<file path="config.mk">
export PLATFORM = sky130hd
export DESIGN_NAME = jt900h_busarb_flat
export DESIGN_NICKNAME = d
export VERILOG_FILES = /design/src/rtl/jt900h_busarb_pkg.sv /design/src/rtl/jt900h_busarb_if.sv /design/src/rtl/jt900h_busarb_bytesteer.sv /design/src/rtl/jt900h_busarb.sv /design/src/flat_wrapper.sv
export SDC_FILE = /design/constraint.sdc
export NUM_CORES = 1
export LEC_CHECK = 0
export ABC_AREA = 1
export BUFFER_PORTS_ARGS = -buffer_cell sky130_fd_sc_hd__buf_4
export CAP_MARGIN = 20
export CORE_ASPECT_RATIO = 1.4
export CORE_UTILIZATION = 42
export DETAILED_ROUTE_END_ITERATION = 7
export PLACE_DENSITY = 0.61
export SYNTH_ARGS = -nofsm -noshare
export SYNTH_HDL_FRONTEND = slang
export SYNTH_SLANG_ARGS = --single-unit
</file>
<file path="constraint.sdc">
create_clock -name clk -period 5.41 [get_ports clk]
set_input_delay 1.082 -clock clk [delete_from_list [all_inputs] [get_ports clk]]
set_output_delay 1.082 -clock clk [all_outputs]
set_load 0.005 [all_outputs]
</file>
<file path="src/rtl/jt900h_busarb_pkg.sv">
// Shared definitions for the JT900H bus arbiter: length encodings, arbiter states
// and the length/beat-count helpers used by the arbiter and its lane steering.
package jt900h_pkg;

  localparam logic [2:0] LEN_BYTE = 3'b001;
  localparam logic [2:0] LEN_WORD = 3'b010;
  localparam logic [2:0] LEN_LONG = 3'b100;

  typedef enum logic [1:0] {
    IDLE  = 2'd0,
    ISSUE = 2'd1,
    DONE  = 2'd2
  } state_t;

  // The highest set bit of the one-hot length wins, so malformed codes still decode.
  function automatic logic [2:0] len_bytes(input logic [2:0] len);
    return len[2] ? 3'd4 : (len[1] ? 3'd2 : 3'd1);
  endfunction

  function automatic logic [1:0] beat_count(input logic odd, input logic [2:0] len);
    logic [2:0] sum;
    sum = len_bytes(len) + {2'b00, odd} + 3'd1;
    return 2'(sum >> 1);
  endfunction

endpackage

</file>
<file path="src/rtl/jt900h_busarb_if.sv">
// Request/ack and RAM-port signals of the JT900H bus arbiter; the arbiter uses the
// slave view, the requesters plus RAM model use the master view.
interface jt900h_busarb_if;

  logic        if_req;
  logic [23:0] if_addr;
  logic        if_ack;
  logic [31:0] if_data;
  logic        dt_req;
  logic        dt_we;
  logic [2:0]  dt_len;
  logic [23:0] dt_addr;
  logic [31:0] dt_wdata;
  logic        dt_ack;
  logic [31:0] dt_rdata;
  logic [23:0] ram_addr;
  logic [15:0] ram_din;
  logic [15:0] ram_dout;
  logic [1:0]  ram_we;
  logic        busy;

  modport slave (
    input  if_req, if_addr, dt_req, dt_we, dt_len, dt_addr, dt_wdata, ram_dout,
    output if_ack, if_data, dt_ack, dt_rdata, ram_addr, ram_din, ram_we, busy
  );

  modport master (
    output if_req, if_addr, dt_req, dt_we, dt_len, dt_addr, dt_wdata, ram_dout,
    input  if_ack, if_data, dt_ack, dt_rdata, ram_addr, ram_din, ram_we, busy
  );

endinterface

</file>
<file path="src/rtl/jt900h_busarb_bytesteer.sv">
// Combinational lane steering: maps transaction bytes onto the two RAM lanes of a
// beat for writes, and places the lanes of a read beat into the 32-bit result.
module jt900h_bytesteer
  import jt900h_pkg::*;
(
  input  logic        i_odd,
  input  logic [2:0]  i_len,
  input  logic [1:0]  i_wbeat,
  input  logic [31:0] i_wdata,
  input  logic [1:0]  i_rbeat,
  input  logic [15:0] i_rdata,
  output logic [1:0]  o_we,
  output logic [15:0] o_din,
  output logic [31:0] o_rplace
);

  logic [2:0] w_nb;
  logic [3:0] w_wpos;
  logic       w_whit;
  logic [2:0] w_rsum;
  logic       w_rhit;

  // Byte p of the transaction sits at lane (odd+p)&1 of beat (odd+p)>>1.
  always_comb begin
    w_nb     = len_bytes(i_len);
    o_we     = 2'b00;
    o_din    = 16'h0000;
    o_rplace = 32'h0000_0000;
    w_wpos   = 4'd0;
    w_whit   = 1'b0;
    w_rsum   = 3'd0;
    w_rhit   = 1'b0;
    for (int l = 0; l < 2; l++) begin
      // Lane 0 of beat 0 on an odd address yields 4'hF, which is never a valid byte.
      w_wpos   = {1'b0, i_wbeat, 1'b0} + 4'(l) - {3'b000, i_odd};
      w_whit   = (w_wpos < {1'b0, w_nb});
      o_we[l]  = w_whit;
      o_din[8*l +: 8] = w_whit ? i_wdata[{w_wpos[1:0], 3'b000} +: 8] : 8'h00;
    end
    for (int i = 0; i < 4; i++) begin
      w_rsum = 3'(i) + {2'b00, i_odd};
      w_rhit = (w_rsum[2:1] == i_rbeat) && (3'(i) < w_nb);
      o_rplace[8*i +: 8] = w_rhit ? i_rdata[{w_rsum[0], 3'b000} +: 8] : 8'h00;
    end
  end

endmodule

</file>
<file path="src/rtl/jt900h_busarb.sv">
// JT900H memory bus arbiter: grants the shared 16-bit RAM port to the data path
// (fixed priority) or the fetch buffer and sequences each access as 1-3 beats.
module jt900h_busarb
  import jt900h_pkg::*;
(
  input  logic           clk,
  input  logic           rst,
  input  logic           cen,
  jt900h_busarb_if.slave bus
);

  state_t      r_state;
  logic        r_dt, r_we, r_odd, r_busy, r_if_ack, r_dt_ack;
  logic [22:0] r_base;
  logic [2:0]  r_len;
  logic [1:0]  r_beat, r_ram_we;
  logic [31:0] r_wdata, r_rbuf, r_if_data, r_dt_rdata;
  logic [23:0] r_ram_addr;
  logic [15:0] r_ram_din;

  logic        w_idle, w_gnt, w_gnt_we, w_odd, w_we;
  logic [23:0] w_gnt_addr, w_beat_addr;
  logic [2:0]  w_gnt_len, w_len;
  logic [31:0] w_gnt_wdata, w_wdata, w_rplace, w_rword;
  logic [22:0] w_base;
  logic [1:0]  w_wbeat, w_rbeat, w_k, w_st_we, w_beat_we;
  logic [15:0] w_st_din, w_beat_din;

  // In IDLE the steering sees the incoming request so beat 0 issues on the grant edge.
  always_comb begin
    w_idle = (r_state == IDLE);
    w_gnt  = bus.dt_req | bus.if_req;
    if (bus.dt_req) begin
      w_gnt_addr  = bus.dt_addr;
      w_gnt_len   = bus.dt_len;
      w_gnt_we    = bus.dt_we;
      w_gnt_wdata = bus.dt_wdata;
    end else begin
      w_gnt_addr  = bus.if_addr;
      w_gnt_len   = LEN_LONG;
      w_gnt_we    = 1'b0;
      w_gnt_wdata = 32'h0000_0000;
    end
    if (w_idle) begin
      w_odd   = w_gnt_addr[0];
      w_base  = w_gnt_addr[23:1];
      w_len   = w_gnt_len;
      w_we    = w_gnt_we;
      w_wdata = w_gnt_wdata;
      w_wbeat = 2'd0;
    end else begin
      w_odd   = r_odd;
      w_base  = r_base;
      w_len   = r_len;
      w_we    = r_we;
      w_wdata = r_wdata;
      w_wbeat = r_beat;
    end
    w_rbeat = r_beat - 2'd1;
  end

  jt900h_bytesteer u_steer (
    .i_odd    (w_odd),
    .i_len    (w_len),
    .i_wbeat  (w_wbeat),
    .i_wdata  (w_wdata),
    .i_rbeat  (w_rbeat),
    .i_rdata  (bus.ram_dout),
    .o_we     (w_st_we),
    .o_din    (w_st_din),
    .o_rplace (w_rplace)
  );

  // Next-beat RAM values and the read word completed by the beat now being captured.
  always_comb begin
    w_beat_addr = {w_base, 1'b0} + {21'd0, w_wbeat, 1'b0};
    w_beat_we   = w_we ? w_st_we : 2'b00;
    w_beat_din  = w_we ? w_st_din : 16'h0000;
    w_rword     = r_rbuf | w_rplace;
    w_k         = beat_count(r_odd, r_len);
  end

  // Arbiter FSM: grant latch, beat issue/capture and registered acks.
  always_ff @(posedge clk or negedge rst) begin
    if (!rst) begin
      r_state    <= IDLE;
      r_dt       <= 1'b0;
      r_we       <= 1'b0;
      r_odd      <= 1'b0;
      r_busy     <= 1'b0;
      r_if_ack   <= 1'b0;
      r_dt_ack   <= 1'b0;
      r_base     <= 23'd0;
      r_len      <= 3'b000;
      r_beat     <= 2'd0;
      r_ram_we   <= 2'b00;
      r_wdata    <= 32'h0000_0000;
      r_rbuf     <= 32'h0000_0000;
      r_if_data  <= 32'h0000_0000;
      r_dt_rdata <= 32'h0000_0000;
      r_ram_addr <= 24'h00_0000;
      r_ram_din  <= 16'h0000;
    end else if (cen) begin
      r_if_ack <= 1'b0;
      r_dt_ack <= 1'b0;
      case (r_state)
        IDLE: begin
          if (w_gnt) begin
            r_dt       <= bus.dt_req;
            r_we       <= w_gnt_we;
            r_odd      <= w_gnt_addr[0];
            r_base     <= w_gnt_addr[23:1];
            r_len      <= w_gnt_len;
            r_wdata    <= w_gnt_wdata;
            r_rbuf     <= 32'h0000_0000;
            r_beat     <= 2'd1;
            r_ram_addr <= w_beat_addr;
            r_ram_we   <= w_beat_we;
            r_ram_din  <= w_beat_din;
            r_busy     <= 1'b1;
            r_state    <= ISSUE;
          end else begin
            r_busy <= 1'b0;
          end
        end
        ISSUE: begin
          r_rbuf <= w_rword;
          if (r_beat == w_k) begin
            r_ram_we  <= 2'b00;
            r_ram_din <= 16'h0000;
            r_state   <= DONE;
            if (r_dt) begin
              r_dt_ack <= 1'b1;
              if (!r_we) begin
                r_dt_rdata <= w_rword;
              end
            end else begin
              r_if_ack  <= 1'b1;
              r_if_data <= w_rword;
            end
          end else begin
            r_ram_addr <= w_beat_addr;
            r_ram_we   <= w_beat_we;
            r_ram_din  <= w_beat_din;
            r_beat     <= r_beat + 2'd1;
          end
        end
        DONE: begin
          r_busy  <= 1'b0;
          r_state <= IDLE;
        end
        default: begin
          r_busy   <= 1'b0;
          r_ram_we <= 2'b00;
          r_state  <= IDLE;
        end
      endcase
    end
  end

  assign bus.ram_addr = r_ram_addr;
  assign bus.ram_din  = r_ram_din;
  assign bus.ram_we   = r_ram_we;
  assign bus.if_ack   = r_if_ack;
  assign bus.if_data  = r_if_data;
  assign bus.dt_ack   = r_dt_ack;
  assign bus.dt_rdata = r_dt_rdata;
  assign bus.busy     = r_busy;

endmodule

</file>
<file path="src/flat_wrapper.sv">
// flat-port wrapper written by rule: the top's interface ports become plain ports
module jt900h_busarb_flat import jt900h_pkg::*;
  (clk, rst, cen, bus_if_req, bus_if_addr, bus_dt_req, bus_dt_we, bus_dt_len, bus_dt_addr, bus_dt_wdata, bus_ram_dout, bus_if_ack, bus_if_data, bus_dt_ack, bus_dt_rdata, bus_ram_addr, bus_ram_din, bus_ram_we, bus_busy);
  jt900h_busarb_if bus_i ();
  input  logic clk;
  input  logic rst;
  input  logic cen;
  input wire logic [$bits(bus_i.if_req)-1:0] bus_if_req;
  input wire logic [$bits(bus_i.if_addr)-1:0] bus_if_addr;
  input wire logic [$bits(bus_i.dt_req)-1:0] bus_dt_req;
  input wire logic [$bits(bus_i.dt_we)-1:0] bus_dt_we;
  input wire logic [$bits(bus_i.dt_len)-1:0] bus_dt_len;
  input wire logic [$bits(bus_i.dt_addr)-1:0] bus_dt_addr;
  input wire logic [$bits(bus_i.dt_wdata)-1:0] bus_dt_wdata;
  input wire logic [$bits(bus_i.ram_dout)-1:0] bus_ram_dout;
  output wire logic [$bits(bus_i.if_ack)-1:0] bus_if_ack;
  output wire logic [$bits(bus_i.if_data)-1:0] bus_if_data;
  output wire logic [$bits(bus_i.dt_ack)-1:0] bus_dt_ack;
  output wire logic [$bits(bus_i.dt_rdata)-1:0] bus_dt_rdata;
  output wire logic [$bits(bus_i.ram_addr)-1:0] bus_ram_addr;
  output wire logic [$bits(bus_i.ram_din)-1:0] bus_ram_din;
  output wire logic [$bits(bus_i.ram_we)-1:0] bus_ram_we;
  output wire logic [$bits(bus_i.busy)-1:0] bus_busy;
  assign bus_i.if_req = bus_if_req;
  assign bus_i.if_addr = bus_if_addr;
  assign bus_i.dt_req = bus_dt_req;
  assign bus_i.dt_we = bus_dt_we;
  assign bus_i.dt_len = bus_dt_len;
  assign bus_i.dt_addr = bus_dt_addr;
  assign bus_i.dt_wdata = bus_dt_wdata;
  assign bus_i.ram_dout = bus_ram_dout;
  assign bus_if_ack = bus_i.if_ack;
  assign bus_if_data = bus_i.if_data;
  assign bus_dt_ack = bus_i.dt_ack;
  assign bus_dt_rdata = bus_i.dt_rdata;
  assign bus_ram_addr = bus_i.ram_addr;
  assign bus_ram_din = bus_i.ram_din;
  assign bus_ram_we = bus_i.ram_we;
  assign bus_busy = bus_i.busy;
  jt900h_busarb u_core (.clk(clk), .rst(rst), .cen(cen), .bus(bus_i));
endmodule
</file>
# Yosys cells after proc, flatten, opt, wreduce, memory -nomap -nowiden
# Cells that the tools add are included.
# W data, S select, Z words.
dict set report totals {
  output_inout_bits 109
  register_bits 206
  input_bits 105
}
dict set report op_classes {
  eq_ne 9
  shift 6
  reduce_logical 15
  order_cmp 6
  add_sub_neg 11
  n_bitwise 6
  mux 46
}
# operator count
set ops {}
lappend ops {{$mux W32} 3}
lappend ops {{$mux W24} 3}
lappend ops {{$pmux W32 S2} 1}
lappend ops {{$shiftx A16 B5 Y8} 4}
lappend ops {{$shiftx A32 B6 Y8} 2}
lappend ops {{$mux W16} 3}
lappend ops {{$mux W8} 6}
lappend ops {{$pmux W24 S2} 1}
lappend ops {{$or A32 B32 Y32} 1}
lappend ops {{$pmux W16 S2} 1}
lappend ops {{$add A24 B3 Y24} 1}
lappend ops {{$mux W23} 1}
lappend ops {{$mux W2} 9}
lappend ops {{$mux W3} 4}
lappend ops {{$reduce_and A3 Y1} 4}
lappend ops {{$mux W1} 10}
lappend ops {{$lt A4 B3 Y1} 2}
lappend ops {{$pmux W2 S2} 2}
lappend ops {{$reduce_and A4 Y1} 2}
lappend ops {{$add A2 B1 Y3 const A} 2}
lappend ops {{$eq A2 B2 Y1} 3}
lappend ops {{$lt A1 B3 Y1 const A} 2}
lappend ops {{$lt A2 B3 Y1 const A} 2}
lappend ops {{$pmux W2 S3} 1}
lappend ops {{21 further kinds} 29}

# Longest topological paths before layout
# Gate-level depths: netlist (run 1).
dict set report logic_depth {
  depth_word 9
  depth_mapped 19
  depth_no_buf 16
}

# By module
# Synthesis (run 1) repeated with hierarchy kept, for this count alone.
dict set report hier_totals {
  cells_unflattened 1464
  hier_area_um2 10804.1
}
# mod seq_area_each_um2 area_per_inst_um2 n_inst cells_each
set by_module_without_submodules {}
lappend by_module_without_submodules {jt900h_busarb 5129.9 9660.5 1 1211}
lappend by_module_without_submodules {jt900h_bytesteer 0.0 1143.6 1 253}

# Least setup slack after synthesis (run 1)
# No wires, ideal clock.
dict set report synth_timing {
  path_kind {input -> register}
  startpoint {in bus_dt_req}
  endpoint {reg u_core.r_ram_addr[16] (netlist: u_core.bus.ram_addr[16])}
  t_arrival_ns 3.431
  cell_stages 18
  n_path_buf 5
  setup_slack_ns 1.861
  required_time_ns 5.293
  cell_sequence {buf_4 buf_4 buf_2 buf_1 buf_2 nand2_1 nand2_1 nand2_1 o21ai_0 ha_1 a21oi_1 nand3b_1 nor2_1 nand2_2 nor2_4 nand3_1 nand3_1 nand2_1}
}
dict set report synth_via {
  elab_chain_len 5
  elab_cells_between_ends 9
}
# item line
set synth_rtl {}
lappend synth_rtl {{start: declaration} flat_wrapper.sv:10} ;# input wire logic [$bits(bus_i.dt_req)-1:0] bus_dt_req;
lappend synth_rtl {{$mux W24} jt900h_busarb.sv:33} ;# if (bus.dt_req) begin
lappend synth_rtl {{$mux W23} jt900h_busarb.sv:44} ;# if (w_idle) begin
lappend synth_rtl {{$add A24 B3 Y24} jt900h_busarb.sv:76} ;# w_beat_addr = {w_base, 1'b0} + {21'd0, w_wbeat, 1'b0};
lappend synth_rtl {{$mux W24, on equally long branches} {jt900h_busarb.sv:128, jt900h_busarb.sv:108}}
lappend synth_rtl {{$pmux W24 S2} jt900h_busarb.sv:106} ;# case (r_state)
lappend synth_rtl {{end signal: assignment} jt900h_busarb.sv:117} ;# r_ram_addr <= w_beat_addr;
lappend synth_rtl {{end signal: assignment} jt900h_busarb.sv:142} ;# r_ram_addr <= w_beat_addr;
lappend synth_rtl {{end: declaration} jt900h_busarb.sv:18} ;# logic [23:0] r_ram_addr;
# Parallel ways exist; a longest one is shown, timed or not. The select of a mux whose other input is x is not followed.
# A chain may end at the register's enable or synchronous reset.

# Final worst setup path (run 1)
dict set report layout_timing {
  startpoint {reg u_core.r_state[1]}
  endpoint {reg u_core.r_ram_din[1] (netlist: u_core.bus.ram_din[1])}
}
dict set report layout_via {
  elab_chain_len 9
  elab_cells_between_ends 20
}
# item line
set layout_rtl {}
lappend layout_rtl {{start: declaration} jt900h_busarb.sv:12} ;# state_t r_state;
lappend layout_rtl {{start signal: assignment} jt900h_busarb.sv:86} ;# r_state <= IDLE;
lappend layout_rtl {{start signal: assignment} jt900h_busarb.sv:121} ;# r_state <= ISSUE;
lappend layout_rtl {{start signal: assignment} jt900h_busarb.sv:131} ;# r_state <= DONE;
lappend layout_rtl {{branches (longest 9 deep; another with $sub A3 B1 Y4)} -}
lappend layout_rtl {{end signal: assignment} jt900h_busarb.sv:119} ;# r_ram_din <= w_beat_din;
lappend layout_rtl {{end signal: assignment} jt900h_busarb.sv:144} ;# r_ram_din <= w_beat_din;
lappend layout_rtl {{end: declaration} jt900h_busarb.sv:19} ;# logic [15:0] r_ram_din;
# Several ways; the timed one is not identified. The select of a mux whose other input is x is not followed.

==> results of run 1 <==
worst reg2reg max path, cell delays in order (launching register included):
cell and delay [ns]:
dfrtp_1 0.44, nor2_4 0.12, buf_4 0.68, nor2_1 0.11
buf_4 0.23, inv_2 0.27, nand2_1 0.30, o21ai_2 0.30
ha_1 0.32, o21a_1 0.13, o21ai_4 0.24, nand3_1 0.13
nand2_1 0.08
cell usage after synthesis, types with 2 or more instances:
master	n	share of area
xor2_1	7	0.0057
a21oi_1	59	0.028
nand2_2	3	0.0018
clkbuf_1	28	0.0098
nor2_2	5	0.0029
nand4_1	17	0.0099
buf_6	7	0.0074
nand2_1	568	0.20
o21ai_2	5	0.0041
o21bai_1	18	0.013
nand3_1	96	0.045
xnor2_1	2	0.0016
o21ai_4	2	0.0030
buf_4	7	0.0049
buf_2	28	0.013
buf_1	4	0.0014
o21ai_0	155	0.073
ha_1	8	0.0094
nor2_4	3	0.0032
inv_2	5	0.0018
a31oi_1	2	0.0012
nor2_1	84	0.029
o21ai_1	24	0.011
dfrtp_1	204	0.48
inv_1	96	0.034
clkinv_1	2	0.00070
cell families (layout without fill, tap and decap cells):
kind of cell	Yosys count	in the layout	synth area share
buf+inv	177	369	0.0728
xor+xnor	9	9	0.00737
other cells	1	1	0.000351
fa+ha+maj	9	9	0.0112
flops	204	204	0.477
compound gates	269	269	0.136
simple gates	780	780	0.295
how the worst max path moves through the flow:
stage	start	to	slack (ns)	cells after the start
2_1_floorplan	bus_dt_req	u_core.bus.ram_addr[16]$_DFFE_PN0P_	1.86	18
3_3_place_gp	bus_dt_req	u_core.bus.ram_addr[16]$_DFFE_PN0P_	1.85	15
3_5_place_dp	bus_dt_req	u_core.bus.ram_addr[16]$_DFFE_PN0P_	1.82	15
4_1_cts	u_core.r_state[1]$_DFFE_PN0P_	u_core.bus.ram_din[1]$_DFFE_PN0P_	2.01	12
5_1_grt	u_core.r_state[1]$_DFFE_PN0P_	u_core.bus.ram_din[7]$_DFFE_PN0P_	1.70	12
6_report	u_core.r_state[1]$_DFFE_PN0P_	u_core.bus.ram_din[1]$_DFFE_PN0P_	2.01	12
cell type report:
| class | count | area (µm²) | area share |
|---|---|---|---|
| clock buffer | 29 | 638 | 0.0485 |
| clock inverter | 10 | 100 | 0.00760 |
| inverter | 103 | 387 | 0.0294 |
| multi-input combinational | 1068 | 4820 | 0.366 |
| sequential | 204 | 5100 | 0.388 |
| tap | 315 | 394 | 0.0299 |
| timing repair buffer | 227 | 1720 | 0.131 |
per-stage QoR:
step	std cells	instance area (µm²)	hold WS, ns
after floorplan	1449	10700	0.448
after global placement	1916	12400	0.462
after detailed placement	1916	12400	0.466
after CTS	1955	13100	0.483
after global routing	1956	13200	0.496
final	1956	13200	0.478
state kept, by name, summed over array words and instances, names as in the netlist, 2 cells and up:
name / count
u_core.bus.dt_rdata: 32
u_core.bus.if_data: 32
u_core.bus.ram_addr: 23
u_core.bus.ram_din: 16
u_core.bus.ram_we: 2
u_core.r_base: 23
u_core.r_beat: 2
u_core.r_len: 2
u_core.r_rbuf: 32
u_core.r_state: 2
u_core.r_wdata: 32
power by group:
group	internal, W	total (W)	switching (W)
Combinational	0.00141	0.00392	0.00252
Clock	0.000922	0.00155	0.000624
Sequential	0.00212	0.00246	0.000342
routing by layer:
layer	up-vias	part of all wire	wire [µm]	track usage
met4	0	0.023	700	0.0655
met5	-	0	0	0
met1	4556	0.42	12800	0.302
met2	284	0.50	15000	0.404
li1	4984	-	-	-
met3	46	0.056	1700	0.0282
==> impl_metrics.yaml, run 1 <==
cells_and_area:
  final_common_cell: "nand2_1"
  area_delta_synth_final_pct: 23.1
  drive_gt1_frac: 0.179
  nets: 1740
  most-common-layout-cells: "567 x nand2_1, 225 x buf_4, 204 x dfrtp_1, 155 x o21ai_0, 96 x inv_1"
  diodes: 0
  utilization: 0.530
  num-fill-cells: 2483
detailed_routing:
  wirelength_um: 30200
  wl_per_cell_um: 15.4
  drt_first_pass_iters: 6
  avgViaCountPerCell: 5.05
  vias: 9870
  drtIter0Drc: 711
  drc_errors: 0
  postRouteAntennaNets: 0
synth:
  synth_edf_count: 0
  postSynthRegisterBits: 204
  synth_warnings: 0
  syn_avg_cell_area_um2: 7.38
  synth.distinct_cells: 36
  async_flop_share: 1.00
  seq_area_frac_synth: 0.477
  synth_nets: 1563
  netlist_instances: 1449
  synth_ff_type: "dfrtp_1"
  syn_area_um2: 10700
timing:
  final.setup.tns_ns: 0
  max_freq_ghz: 0.294
  slew_headroom: 0.305
  rsz0062_at_grt: "no"
  tightest_slew_ns: 1.04
  fin_crit_sh: 0.628
  fin_worst_skew_ns: 0.0179
  finalSetupViolations: 0
  hold_viol_final: 0
  finalWorstPathRequiredPeriod_ns: 3.40
  maxSlewViolCount: 0
  setup_ws_ns: 2.01
clocking:
  h-tree-depth: 1
  numCtsBuffers: 22
  path_clk_slew_ns: 0.06
  postCtsSetupBuffers: 0
  clk_path_buf_depth: 3
  clockRootBuffer: "clkbuf_16"
  cts_tree: "yes"
  cts.sinks: 204
  cts_resized: 0
  clock_latency_ns: 0.51
  cts_hold_buf: 0
floorplan:
  die_area_um2: 26100
  core_um2: 24800
  start_util: 0.430
  die_h_um: 191
  top_level_ports: 214
  num_rows: 68
  die_x_um: 137
placement:
  dp_hpwl_um: 21400
  dp_slack_ns: 1.82
  place_congestion: 0.856
  portBuffers: 211
min_path:
  hold_class: "flip-flop to flip-flop"
  worstHoldStart: "u_core.r_wdata[16]$_DFFE_PN0P_"
  min_to: "u_core.r_wdata[16]$_DFFE_PN0P_"
  holdPathStages: 2
pwr:
  vdd_drop_max_mv: 0.259
  power_density_nw_per_um2: 603
  finalPower_w: 0.00793
  p_leak_nw: 6.85
job:
  maxCapViolations: 0
global_route:
  grtUsageTotal: 0.233
  grt.overflow.total: 0
  grt_max_degree: 120
  grt_pass1_vias: 9179
  grt_antenna_before_repair: 0
  grt_pass1_wl_um: 47700
worst_setup_path:
  end_kind: "flip-flop"
  cp.required_ns: 5.86
  cp-start-kind: "flip-flop"
  path_delay_family: "buffers and inverters"
  rr_startpoint: "u_core.r_state[1]$_DFFE_PN0P_"
  slowest_stage: "buf_4"
  ff2ff_setup_slack_ns: 2.01
  path_max_fanout: 86
  cp_num_buf_inv: 3
  crit_type: "flip-flop to flip-flop"
  r2r_end: "u_core.bus.ram_din[1]$_DFFE_PN0P_"
  ff2ff_path_depth: 12
  critPathArrivalTime_ns: 3.85
  path_cells: "nor2_4 > buf_4 > nor2_1 > buf_4 > inv_2 > nand2_1 > o21ai_2 > ha_1 > o21a_1 > o21ai_4 > nand3_1 > nand2_1"
  critPathMaxStageDelay_ns: 0.68
status:
  status: "completed"
No activity file was read; power rests on OpenSTA's default activity.
==> run 2, diff against run 1 <==
==> constraint.sdc (replaced) <==
create_clock -name clk -period 3.3 [get_ports clk]
set_input_delay 0.66 -clock clk [delete_from_list [all_inputs] [get_ports clk]]
set_output_delay 0.66 -clock clk [all_outputs]
set_load 0.005 [all_outputs]
==> impl_metrics.yaml, run 2 (synthesis gave the netlist of run 1 again) <==
placement:
  portBuffers: 211
  dp_hpwl_um: 22000
  place_area_um2: 12500
  dp_cells: 1925
  place_congestion: 0.852
detailed_routing:
  drt_first_pass_iters: 5
  drc_errors: 0
  postRouteAntennaNets: 0
  drtIter0Drc: 633
  wl_per_cell_um: 15.3
  vias: 9778
  wirelength_um: 30000
  avgViaCountPerCell: 4.98
worst_setup_path:
  end_kind: "flip-flop"
  path_cells: "clkinv_1 > o21ai_0 > ha_1 > xnor2_1 > nand3_1 > nor2_1 > nand2_1 > nor2_4 > inv_2 > nand2_1 > o21ai_1"
  critPathLaunch: "u_core.r_odd$_DFFE_PN0P_"
  crit_type: "flip-flop to flip-flop"
  critPathArrivalTime_ns: 3.28
  rr_startpoint: "u_core.r_odd$_DFFE_PN0P_"
  path_delay_family: "simple AND/OR/NAND/NOR gates"
  critPathMaxStageDelay_ns: 0.45
  path_max_fanout: 57
  cp_num_buf_inv: 2
  cpMostUsedCell: "nand2_1"
  cp-start-kind: "flip-flop"
  cp.required_ns: 3.64
  slowest_stage: "dfrtp_1"
floorplan:
  top_level_ports: 214
  die_x_um: 137
  num_rows: 68
  start_util: 0.430
  core_um2: 24800
  die_area_um2: 26100
  die_h_um: 191
pwr:
  p_leak_nw: 6.88
  switchingPower_w: 0.00566
  vdd_drop_max_mv: 0.476
  swShare: 0.438
  p_seq_frac: 0.312
  clkPwrFrac: 0.190
  comb_power_share: 0.498
  power_density_nw_per_um2: 978
  p_int_w: 0.00727
timing:
  slew_headroom: 0.279
  rsz0062_at_grt: "no"
  tightest_slew_ns: 1.08
  fin_crit_sh: 0.891
  max_freq_ghz: 0.340
  finalSetupViolations: 0
  fin_worst_skew_ns: 0.0287
  maxSlewViolCount: 0
  whs_ns: 0.194
  finalWorstPathRequiredPeriod_ns: 2.94
  final.setup.tns_ns: 0
  hold_viol_final: 0
global_route:
  grtUsageTotal: 0.234
  met2_usage: 0.399
  grt_pass1_vias: 9339
  use_met1: 0.299
  grt_antenna_before_repair: 1
  grt_pass1_wl_um: 48000
  top_usage_layer: "met2"
  grt.overflow.total: 0
  grt_max_degree: 92
  met3_usage: 0.0359
clocking:
  clk_path_buf_depth: 3
  postCtsSetupBuffers: 0
  path_clk_slew_ns: 0.06
  clockRootBuffer: "clkbuf_16"
  cts.sinks: 204
  cts_tree: "yes"
  cts_hold_buf: 0
  h-tree-depth: 1
  numCtsBuffers: 22
  cts_resized: 0
  clock_latency_ns: 0.52
cells_and_area:
  area_delta_synth_final_pct: 23.6
  multi_input_area_um2: 4820
  seqCellArea_um2: 5100
  nets: 1748
  num-fill-cells: 2465
  final_area_um2: 13200
  drive_gt1_frac: 0.181
  most-common-layout-cells: "567 x nand2_1, 232 x buf_4, 204 x dfrtp_1, 155 x o21ai_0, 96 x inv_1"
  final_common_cell: "nand2_1"
  fin_cells: 1965
  utilization: 0.532
job:
  maxCapViolations: 0
status:
  status: "completed"
min_path:
  hold_class: "primary input to async pin"
-- run 2: per-stage QoR --
| stage | power, W | worst slack, ns |
|---|---|---|
| final | 0.0129 | 0.360 |
| after global routing | 0.0141 | 0.00628 |
| after CTS | 0.0131 | 0.365 |
| after detailed placement | 0.0105 | 0.213 |
| after global placement | 0.0104 | 0.295 |
| after floorplan | 0.00823 | 0.173 |
-- run 2: path summary, 6_finish.rpt --
kind,endpoint,slack (ns),cells after the start
setup / recovery,u_core.bus.if_data[16]$_DFFE_PN0P_,0.36,11
hold / removal,u_core.bus.if_data[3]$_DFFE_PN0P_,0.19,1
setup reg to reg,u_core.bus.if_data[16]$_DFFE_PN0P_,0.36,11
hold reg to reg,u_core.bus.if_data[26]$_DFFE_PN0P_,0.48,2
max in group asynchronous,u_core.r_wdata[10]$_DFFE_PN0P_,2.21,2
min in group clk,u_core.r_state[0]$_DFFE_PN0P_,0.36,2
-- run 2: metal layers --
| metal | wire, µm | vias to the layer above |
|---|---|---|
| li1 | - | 5012 |
| met1 | 12700 | 4440 |
| met2 | 14800 | 283 |
| met3 | 1660 | 43 |
| met4 | 878 | 0 |
| met5 | 0 | - |
-- run 2: cell type report --
type	instances	share of cell area
Sequential cell	204	0.386
Multi-Input combinational cell	1068	0.365
Timing Repair Buffer	235	0.136
Clock buffer	33	0.0502
Tap cell	315	0.0298
Inverter	103	0.0292
Clock inverter	6	0.00416
Antenna cell	1	0.000189
-- run 2: power groups by stage --
stage / sequential, W / combinational, W / clock, W
floorplan: 0.00399 / 0.00423 / 0
global placement: 0.00405 / 0.00639 / 0
detailed placement: 0.00407 / 0.00648 / 0
CTS: 0.00404 / 0.00651 / 0.00253
global route: 0.00415 / 0.00733 / 0.00261
finish: 0.00403 / 0.00644 / 0.00245
